`config.mk`:
```
export PLATFORM = sky130hd
export DESIGN_NAME = cpu_ctrl_unit
export DESIGN_NICKNAME = d
export VERILOG_FILES = /design/src/rtl/cpu_ctrl_unit.sv
export SDC_FILE = /design/constraint.sdc
export NUM_CORES = 1
export LEC_CHECK = 0
export CAP_MARGIN = 25
export CELL_PAD_IN_SITES_DETAIL_PLACEMENT = 2
export CELL_PAD_IN_SITES_GLOBAL_PLACEMENT = 2
export CORE_ASPECT_RATIO = 1.1
export CORE_MARGIN = 2
export CORE_UTILIZATION = 25
export CTS_CLUSTER_SIZE = 8
export DETAILED_ROUTE_END_ITERATION = 6
export GPL_ROUTABILITY_DRIVEN = 1
export PLACE_DENSITY_LB_ADDON = 0.1
export SLEW_MARGIN = 15
export SYNTH_ARGS = -nofsm -noshare
export SYNTH_HDL_FRONTEND = slang
export SYNTH_SLANG_ARGS = --single-unit
```
`constraint.sdc`:
```
create_clock -name clk_i -period 1.4 [get_ports clk_i]
set_input_delay 0.21 -clock clk_i [delete_from_list [all_inputs] [get_ports clk_i]]
set_output_delay 0.21 -clock clk_i [all_outputs]
set_load 0.01 [all_outputs]
```
`src/rtl/cpu_ctrl_unit.sv`:
```
// cpu_ctrl_unit: fetch/decode/execute sequencer for the tiny RISC CPU with memory-ready timeout, halt/resume and retire counter
module cpu_ctrl_unit #(
   parameter int OPW     = 2,
   parameter int TIMEOUT = 15,
   parameter int TOW     = 4,
   parameter int CNTW    = 8
) (
   input  logic            clk_i,
   input  logic            clr_n_i,
   input  logic            start_i,
   input  logic            halt_req_i,
   input  logic [OPW-1:0]  opcode_i,
   input  logic            mem_rdy_i,
   output logic            pc_clr_o,
   output logic            pc_inc_o,
   output logic            pc_load_o,
   output logic            ar_load_o,
   output logic            ar_sel_o,
   output logic            mem_rd_o,
   output logic            dr_load_o,
   output logic            ir_load_o,
   output logic            ac_load_o,
   output logic [1:0]      alu_op_o,
   output logic [3:0]      state_o,
   output logic            fault_o,
   output logic [CNTW-1:0] instr_cnt_o
);
   typedef enum logic [3:0] {
      IDLE = 4'd0, F1 = 4'd1, F2 = 4'd2, F3 = 4'd3, DEC = 4'd4, ADD1 = 4'd5, ADD2 = 4'd6,
      AND1 = 4'd7, AND2 = 4'd8, JMP1 = 4'd9, INC1 = 4'd10, HALT = 4'd11, FAULT = 4'd12
   } state_e;
   localparam logic [TOW-1:0] WAIT_LAST = TOW'(TIMEOUT - 1);
   state_e state_q, state_d;
   logic [TOW-1:0] wait_q, wait_d;
   logic [CNTW-1:0] cnt_q, cnt_d;
   logic mem_st, retire, timeout, start_ok;
   assign mem_st   = state_q inside {F2, ADD1, AND1};
   assign retire   = state_q inside {ADD2, AND2, JMP1, INC1};
   assign timeout  = (TIMEOUT != 0) && !mem_rdy_i && (wait_q == WAIT_LAST);
   assign start_ok = start_i && clr_n_i;
   assign wait_d   = (mem_st && !mem_rdy_i && state_d == state_q) ? wait_q + 1'b1 : '0;
   assign cnt_d    = retire ? cnt_q + 1'b1 : cnt_q;
   assign state_o     = state_q;
   assign instr_cnt_o = cnt_q;
   // state, wait counter and retire counter registers; reset aborts any instruction at once
   always_ff @(posedge clk_i or negedge clr_n_i) begin
      if (!clr_n_i) begin
         state_q <= IDLE;
         wait_q  <= '0;
         cnt_q   <= '0;
      end else begin
         state_q <= state_d;
         wait_q  <= wait_d;
         cnt_q   <= cnt_d;
      end
   end
   // next-state: memory states wait for mem_rdy, falling to FAULT when the wait budget runs out
   always_comb begin
      state_d = state_q;
      case (state_q)
         IDLE:                   state_d = start_i ? F1 : IDLE;
         F1:                     state_d = halt_req_i ? HALT : F2;
         F2:                     state_d = mem_rdy_i ? F3 : timeout ? FAULT : F2;
         F3:                     state_d = DEC;
         DEC:                    state_d = (opcode_i == OPW'(0)) ? ADD1 :
                                           (opcode_i == OPW'(1)) ? AND1 :
                                           (opcode_i == OPW'(2)) ? JMP1 : INC1;
         ADD1:                   state_d = mem_rdy_i ? ADD2 : timeout ? FAULT : ADD1;
         AND1:                   state_d = mem_rdy_i ? AND2 : timeout ? FAULT : AND1;
         ADD2, AND2, JMP1, INC1: state_d = F1;
         HALT:                   state_d = start_i ? F1 : HALT;
         FAULT:                  state_d = start_i ? F1 : FAULT;
         default:                state_d = IDLE;
      endcase
   end
   // datapath strobes decoded from the current state; pc_clr is masked while reset is held
   always_comb begin
      pc_clr_o  = 1'b0;
      pc_inc_o  = 1'b0;
      pc_load_o = 1'b0;
      ar_load_o = 1'b0;
      ar_sel_o  = 1'b0;
      mem_rd_o  = 1'b0;
      dr_load_o = 1'b0;
      ir_load_o = 1'b0;
      ac_load_o = 1'b0;
      alu_op_o  = 2'b00;
      fault_o   = 1'b0;
      case (state_q)
         IDLE:       pc_clr_o = start_ok;
         F1:         ar_load_o = !halt_req_i;
         F2: begin
            mem_rd_o  = 1'b1;
            dr_load_o = mem_rdy_i;
            pc_inc_o  = mem_rdy_i;
         end
         F3: begin
            ir_load_o = 1'b1;
            ar_load_o = 1'b1;
            ar_sel_o  = 1'b1;
         end
         ADD1, AND1: begin
            mem_rd_o  = 1'b1;
            dr_load_o = mem_rdy_i;
         end
         ADD2:       ac_load_o = 1'b1;
         AND2: begin
            ac_load_o = 1'b1;
            alu_op_o  = 2'b01;
         end
         JMP1:       pc_load_o = 1'b1;
         INC1: begin
            ac_load_o = 1'b1;
            alu_op_o  = 2'b10;
         end
         FAULT: begin
            fault_o  = 1'b1;
            pc_clr_o = start_ok;
         end
         default: ;
      endcase
   end
endmodule
```
======== Word level (Yosys, flattened, before mapping) ========
Cells that the tools add are included.
W data, S select, Z words.
storage, ports and cells
  bits in registers ....................... 16
  word-level logic and storage cells ...... 60
  output and inout bits ................... 24
operators by class
  reduce and logical (&&, ||, !) cells .... 14
  equal/unequal tests ..................... 16
  mux-type cells .......................... 25
  $add $sub $neg .......................... 2
operators with widths
  kind                   number
  $mux W4                12
  $pmux W4 S10           1
  $eq A4 B4 Y1 const B   6
  $eq A4 B3 Y1 const B   4
  $mux W1                9
  $add A8 B1 Y8 const B  1
  $eq A4 B2 Y1 const B   2
  $reduce_or A3 Y1       2
  $add A4 B1 Y4 const B  1
  $eq A4 B1 Y1 const B   1
  $eq A4 B4 Y1           1
  $logic_and A1 B1 Y1    4
  $logic_not A4 Y1       1
  $pmux W2 S2            1
  $reduce_bool A4 Y1     1
  $reduce_or A4 Y1       1
  $reduce_bool A3 Y1     1
  $eq A2 B1 Y1 const B   1
  $eq A2 B2 Y1 const B   1
  $logic_not A1 Y1       2
  $logic_not A2 Y1       1
  $mux W2                1
  $pmux W1 S2            1
  $reduce_or A2 Y1       1

======== Depth between registers and ports, before layout ========
Gate-level depths: netlist (run 1).
  word-level depth ........................ 8
  gate-level depth with buffers ........... 6

======== Worst setup path before layout (run 1) ========
No wires, ideal clock.
  kind .................................... register -> output
  start point ............................. register state_q[0], in the netlist state_o[0]
  end point ............................... output port dr_load_o
  setup slack ............................. -0.167 ns
  stages on the path, launching flop included .. 5
  buffers on the path ..................... 1
  data required time ...................... 1.190 ns
  data arrival time ....................... 1.357 ns
  cell sequence ........................... dfrtp_1 > buf_6 > or3b_1 > a21oi_4 > and2_1
on the way
  longest elaborated chain between the ends .. 3
  elaborated cells on any way between the ends .. 5
RTL lines
  element                                              line  text
  start: declaration                                   33    state_e state_q, state_d;
  start signal: assignment                             52    state_q <= state_d;
  $eq A4 B2 Y1 / $eq A4 B3 Y1 (equally long branches)  89    case (state_q)
  $reduce_or A3 Y1 (no source line) (*)                -
  $mux W1 (*)                                          89
  end: declaration                                     20    output logic dr_load_o,
Every way passes the cells marked *; elsewhere a longest branch is shown, timed or not.

======== Worst setup path in the final report (run 1) ========
Ends and elaborated chain as after synthesis.

==> results.json, run 1 <==
{
  "htree_levels": 1,
  "wl_um": 4508,
  "cts_tree": "built",
  "async_flop_share_pct": 100.0,
  "finalSetupTns_ns": -5.921,
  "die_w_um": 65.71,
  "setup_viol": 29,
  "netlist.area_leader.share_pct": 38.23,
  "ir_drop_v": 0.0008534,
  "clk_pin_slew_worst_paths_ns": 0.07,
  "grt_pass1_wl_um": 7320,
  "antenna_found_initial": 0,
  "hold_viol_final": 0,
  "grt_max_degree": 17,
  "min_period_ns": 1.709,
  "worstHoldPathType": "input port to async pin",
  "drt_iter0_markers": 43,
  "dpl-instance-area_mm2": 0.001640,
  "die_h_um": 71.88,
  "row_count": 24,
  "synth_area_leaders": "dfrtp_1 (38%), xnor2_1 (5.9%), ha_1 (3.6%)",
  "vias": 1172,
  "antenna_left": 0,
  "slew-limit-headroom_pct": 75.87,
  "grt-busiest-layer": "met2",
  "grt_overflow_total": 0,
  "synth_cell_types": 43,
  "layout_commonest_cell": "buf_4",
  "path_max_fanout": 2,
  "mostFrequentLayoutCells": "buf_4 (32), buf_6 (19), dfrtp_1 (13), xnor2_1 (7), clkdlybuf4s50_1 (7)",
  "met1_usage_pct": 23.75,
  "p_leak_uw": 0.0009199,
  "yosysWarnings": 0,
  "syn_inst": 111,
  "ys_ff_latch": 16,
  "firstDrtPassIters": 3,
  "min_period_over_period_pct": 122.1,
  "dieArea_mm2": 0.004723,
  "core_area_mm2": 0.003994,
  "max_freq_mhz": 585.1,
  "worstMarginPinSlew_ns": 0.3595,
  "place_hpwl_um": 2988,
  "fin_cells": 236,
  "yosysSeqAreaShare_pct": 38.23,
  "slowest_stage": "or3b_4",
  "maxCapViolCount": 0,
  "drive_gt1_share_pct": 54.89,
  "syn-mean-instance-area_um2": 9.435,
  "crit_path_max_incr_delay_ns": 0.44,
  "root_buffer": "clkbuf_8",
  "design_area_mm2": 0.001987,
  "path_class": "register to primary output",
  "antenna_cells": 0,
  "final.setup_skew_ns": 0.004210,
  "worst_ep_arrival_time_ns": 1.50,
  "layout_setup_ws_ns": -0.3090,
  "synth_area_mm2": 0.001047,
  "cp-start-kind": "register",
  "clk_latency_ns": 0.25,
  "use_met2_pct": 38.72,
  "ys.flop_type": "dfrtp_1",
  "p_per_area_mw_per_mm2": 2228,
  "cp.required_ns": 1.19,
  "drv_slew": 0,
  "nets": 195,
  "whs_ns": 0.4789,
  "wire_per_inst_um": 19.10,
  "dp_cells": 220,
  "post-place-ws_ns": -0.5470,
  "rsz0062_at_grt": "yes",
  "worstPathCellList": "or3b_4 > a21oi_4 > and2_4 > buf_6",
  "start_util_pct": 26.22,
  "synth_edf_count": 0,
  "syn-num-nets": 121,
  "first_global_vias": 1349,
  "io_pins": 31,
  "cts_buffers": 3,
  "synth_top_area_cell": "dfrtp_1",
  "place_congestion": 0.8162,
  "area_growth_pct": 89.73,
  "violations": "negative setup slack",
  "io_buffers": 30,
  "via_per_inst": 4.966,
  "clockBufferDepth": 2,
  "status": "complete, but fails checks",
  "use_met3_pct": 2.041,
  "critPathCaptureType": "primary output",
  "cts_sinks": 16,
  "post-route-drc-count": 0,
  "track_usage_pct": 20.80
}
## state kept, by name, summed over array words and instances (netlist names)
name         cells
state_o          4
instr_cnt_o      8
wait_q           4
## kinds of logic after synthesis
| logic type | Yosys count | share of synthesized area [%] |
|---|---|---|
| xor gates and xnor gates | 9 | 7.527 |
| DFF | 16 | 38.23 |
| adders and majority gates | 3 | 3.585 |
| buffers and inverters | 13 | 6.450 |
| AOI/OAI and AO/OA | 23 | 19.12 |
| muxes | 1 | 1.075 |
| and+or+nand+nor | 46 | 24.02 |
## stage by stage
stage	utilization, %	total power [uW]
finish	49.75	4427
global route	49.75	4726
CTS	47.65	4228
detailed placement	41.07	3291
global placement	41.07	3202
floorplan	-	1964
## report_power, final
part	internal, uW	switching [uW]	total [uW]
registers	617	144	761
logic	1730	1510	3250
clock network	250	171	420
total	2600	1830	4430
## final cells by class
cell class / instances / area [um2]
Timing Repair Buffer: 76 / 676.9
Inverter: 6 / 25.02
Multi-Input combinational cell: 82 / 760.7
Tap cell: 52 / 65.06
Clock buffer: 4 / 55.05
Sequential cell: 16 / 404.1
Fill cell: 420 / 2007
## Yosys cell counts, drive strengths merged, types with 3 or more instances
library cell and number:
nand3 5, nand2b 3, nand2 8, ha 3, xnor2 7, a21oi 5, nand4 3, buf 6
nor2 8, nor2b 4, and3 5, inv 6, dfrtp 16
## worst paths after layout
path | start | depth (start not counted) | endpoint | slack, ns
max | state_o[0] | 4 | dr_load_o | -0.31
min | clr_n_i | 2 | state_o[1] | 0.48
max reg2reg | state_o[1] | 6 | instr_cnt_o[4] | -0.29
min reg2reg | instr_cnt_o[7] | 1 | instr_cnt_o[7] | 0.48
max in group asynchronous | clr_n_i | 2 | state_o[3] | 0.71
min in group clk_i | instr_cnt_o[7] | 1 | instr_cnt_o[7] | 0.48
## per-layer routing
metal  wire [um]  vias up
met5           0        -
li1            -      551
met3         108       10
met1        1793      585
met2        2439       26
met4         166        0
## timing repair
item / 4_1_cts / 5_1_grt
hold buffers: 0 / 0
resized for setup: 104 / 20
buffers inserted: 11 / 1
pin swaps: 23 / 10
setup endpoints to repair: 39 / 34
## worst max-delay path, delay by kind of cell (launching register included)
kind / cells / cell delay, ns
AND/OR/NAND/NOR: 2 / 0.60
AO/OA/AOI/OAI: 1 / 0.16
flip-flops: 1 / 0.40
buffers and inverters: 1 / 0.09
Note: power is estimated with default switching activity, not from simulation.
==> run 2: changes to the inputs <==
--- a/config.mk
+++ b/config.mk
@@ -13,7 +13,7 @@
 export CORE_UTILIZATION = 25
 export CTS_CLUSTER_SIZE = 8
 export DETAILED_ROUTE_END_ITERATION = 6
-export GPL_ROUTABILITY_DRIVEN = 1
+export GPL_ROUTABILITY_DRIVEN = 0
 export PLACE_DENSITY_LB_ADDON = 0.1
 export SLEW_MARGIN = 15
 export SYNTH_ARGS = -nofsm -noshare
==> results of run 2 <==
The final DEF is identical to that of run 1; final timing and power are the same.
==> run 3: changes to the inputs <==
--- a/config.mk
+++ b/config.mk
@@ -13,9 +13,8 @@
 export CORE_UTILIZATION = 25
 export CTS_CLUSTER_SIZE = 8
 export DETAILED_ROUTE_END_ITERATION = 6
-export GPL_ROUTABILITY_DRIVEN = 0
 export PLACE_DENSITY_LB_ADDON = 0.1
-export SLEW_MARGIN = 15
 export SYNTH_ARGS = -nofsm -noshare
 export SYNTH_HDL_FRONTEND = slang
 export SYNTH_SLANG_ARGS = --single-unit
+export TNS_END_PERCENT = 50
==> run 3 against run 2 <==
The flow still finishes with violations (negative setup slack). Sequential power is 4.9% higher. Count of clock-buffer cells in the layout did not move. Clock skew fell by 0.0017 ns. First-iteration DRC count increased by 53%. Core utilization rose by 3.4 points. Non-clock buffer count up 13. Die area unchanged. Worst setup slack got worse by 0.061 ns. Cell area is 6.9% higher. Global-route usage fell by 0.69 points.
==> results.json, run 3 (same netlist as run 1, synthesis figures left out) <==
{
  "wl_um": 5323,
  "firstDrtPassIters": 4,
  "cp-start-kind": "register",
  "violations": "negative setup slack",
  "slew-limit-headroom_pct": 71.22,
  "maxCapViolCount": 0,
  "drive_gt1_share_pct": 58.38,
  "crit_path_max_incr_delay_ns": 0.53,
  "setup_viol": 28,
  "io_buffers": 30,
  "vias": 1258,
  "nFillCells": 410,
  "p_per_area_mw_per_mm2": 2395,
  "status": "complete, but fails checks",
  "root_buffer": "clkbuf_8",
  "via_per_inst": 5.052,
  "path_class": "register to register",
  "io_pins": 31,
  "die_h_um": 71.88,
  "htree_levels": 1,
  "place_hpwl_um": 2787,
  "place_congestion": 0.7166,
  "min_period_ns": 1.770,
  "critPathCaptureType": "register",
  "track_usage_pct": 20.11,
  "wire_per_inst_um": 21.38,
  "post-route-drc-count": 0,
  "cp.required_ns": 1.52,
  "min_period_over_period_pct": 126.5,
  "final.setup_skew_ns": 0.002553,
  "clockBufferDepth": 2,
  "drv_slew": 0,
  "grt_max_degree": 17,
  "row_count": 24,
  "hold_viol_final": 0,
  "area_growth_pct": 102.7,
  "worst_ep_arrival_time_ns": 1.89,
  "ir_drop_v": 0.001084,
  "layout_setup_ws_ns": -0.3703,
  "cts_sinks": 16,
  "path_max_fanout": 7,
  "mostFrequentLayoutCells": "buf_4 (36), buf_6 (28), dfrtp_1 (13), dlygate4sd2_1 (8), xnor2_1 (7)",
  "postLayoutCoreUtil_pct": 53.16,
  "holdBufCountCts": 0,
  "critPathMostFrequentCell": "buf_4",
  "layout_commonest_cell": "buf_4",
  "worstMarginPinSlew_ns": 0.4277,
  "core_area_mm2": 0.003994,
  "die_w_um": 65.71,
  "slowest_stage": "or4_4",
  "post-place-ws_ns": -0.4539,
  "worstPathCellList": "buf_6 > buf_4 > nor2b_4 > buf_4 > nand2_1 > a21oi_1 > or4_4",
  "largest_reg_flops": 8,
  "cts_tree": "built",
  "worstHoldPathType": "input port to async pin",
  "antenna_cells": 0,
  "rsz0062_at_grt": "yes",
  "max_freq_mhz": 564.9,
  "start_util_pct": 26.22,
  "first_global_vias": 1369,
  "total_power_uw": 5085,
  "antenna_left": 0,
  "dieArea_mm2": 0.004723,
  "drt_iter0_markers": 66,
  "clk_pin_slew_worst_paths_ns": 0.06,
  "clk_latency_ns": 0.25,
  "grt_overflow_total": 0,
  "grt_pass1_wl_um": 7120,
  "p_leak_uw": 0.0009783,
  "finalSetupTns_ns": -6.138,
  "antenna_found_initial": 0,
  "cts_buffers": 3,
  "nets": 208
}
## run 3: cell count changes in the layout (fill, tap and decap cells not counted), moves of 3 or more
cell	previous run	this run
buf_4	32	36
buf_6	19	28
dlygate4sd2_1	5	8
nor2_1	2	5
nor2_2	5	1
## run 3: final timing paths
check | cells past startpoint | slack (ns) | endpoint | start
min | 2 | 0.38 | instr_cnt_o[3] | clr_n_i
max | 7 | -0.37 | state_o[0] | state_o[0]
min reg2reg | 1 | 0.50 | instr_cnt_o[7] | instr_cnt_o[7]
min in group clk_i | 1 | 0.50 | instr_cnt_o[7] | instr_cnt_o[7]
max in group asynchronous | 2 | 0.82 | state_o[1] | clr_n_i
max reg2reg | 7 | -0.37 | state_o[0] | state_o[0]
## run 3: report_power, final
group,internal [uW],switching [uW]
registers,618,179
logic,2110,1770
clock network,250,161
total,2970,2110
## run 3: worst max-delay path, delay by kind of cell (launching register included)
kind | cells | cell delay [ns]
AND/OR/NAND/NOR | 3 | 0.74
buffers and inverters | 3 | 0.41
flip-flops | 1 | 0.39
AO/OA/AOI/OAI | 1 | 0.08
## run 3: final cells by class
| class | instances | area [um2] | share of cell area [%] |
|---|---|---|---|
| inverter | 6 | 25.02 | 1.179 |
| clock buffer | 4 | 55.05 | 2.593 |
| sequential | 16 | 404.1 | 19.03 |
| multi-input combinational | 82 | 765.7 | 36.06 |
| timing repair buffer | 89 | 808.3 | 38.07 |
| tap | 52 | 65.06 | 3.064 |
## run 3: repair_timing
action | CTS | global route
endpoints found under the setup margin | 39 | 30
pin swaps | 21 | 17
gates resized for setup | 98 | 39
setup buffers | 14 | 14
## run 3: metrics by stage
stage | area [um2] | hold WS (ns) | std cells
after CTS | 1882 | 0.3883 | 235
after detailed placement | 1618 | 0.4945 | 217
after global placement | 1618 | 0.4620 | 217
final | 2123 | 0.3814 | 249
after floorplan | 1065 | -0.08559 | 111
after global routing | 2123 | 0.3966 | 249
## run 3: routing by layer
metal  part of all wire (%)  vias up  track usage, %
li1                       -      572               -
met1                     39      637           22.46
met2                     55       35           37.93
met3                    2.9       14           3.140
met4                    3.0        0           6.944
met5                      0        -               0
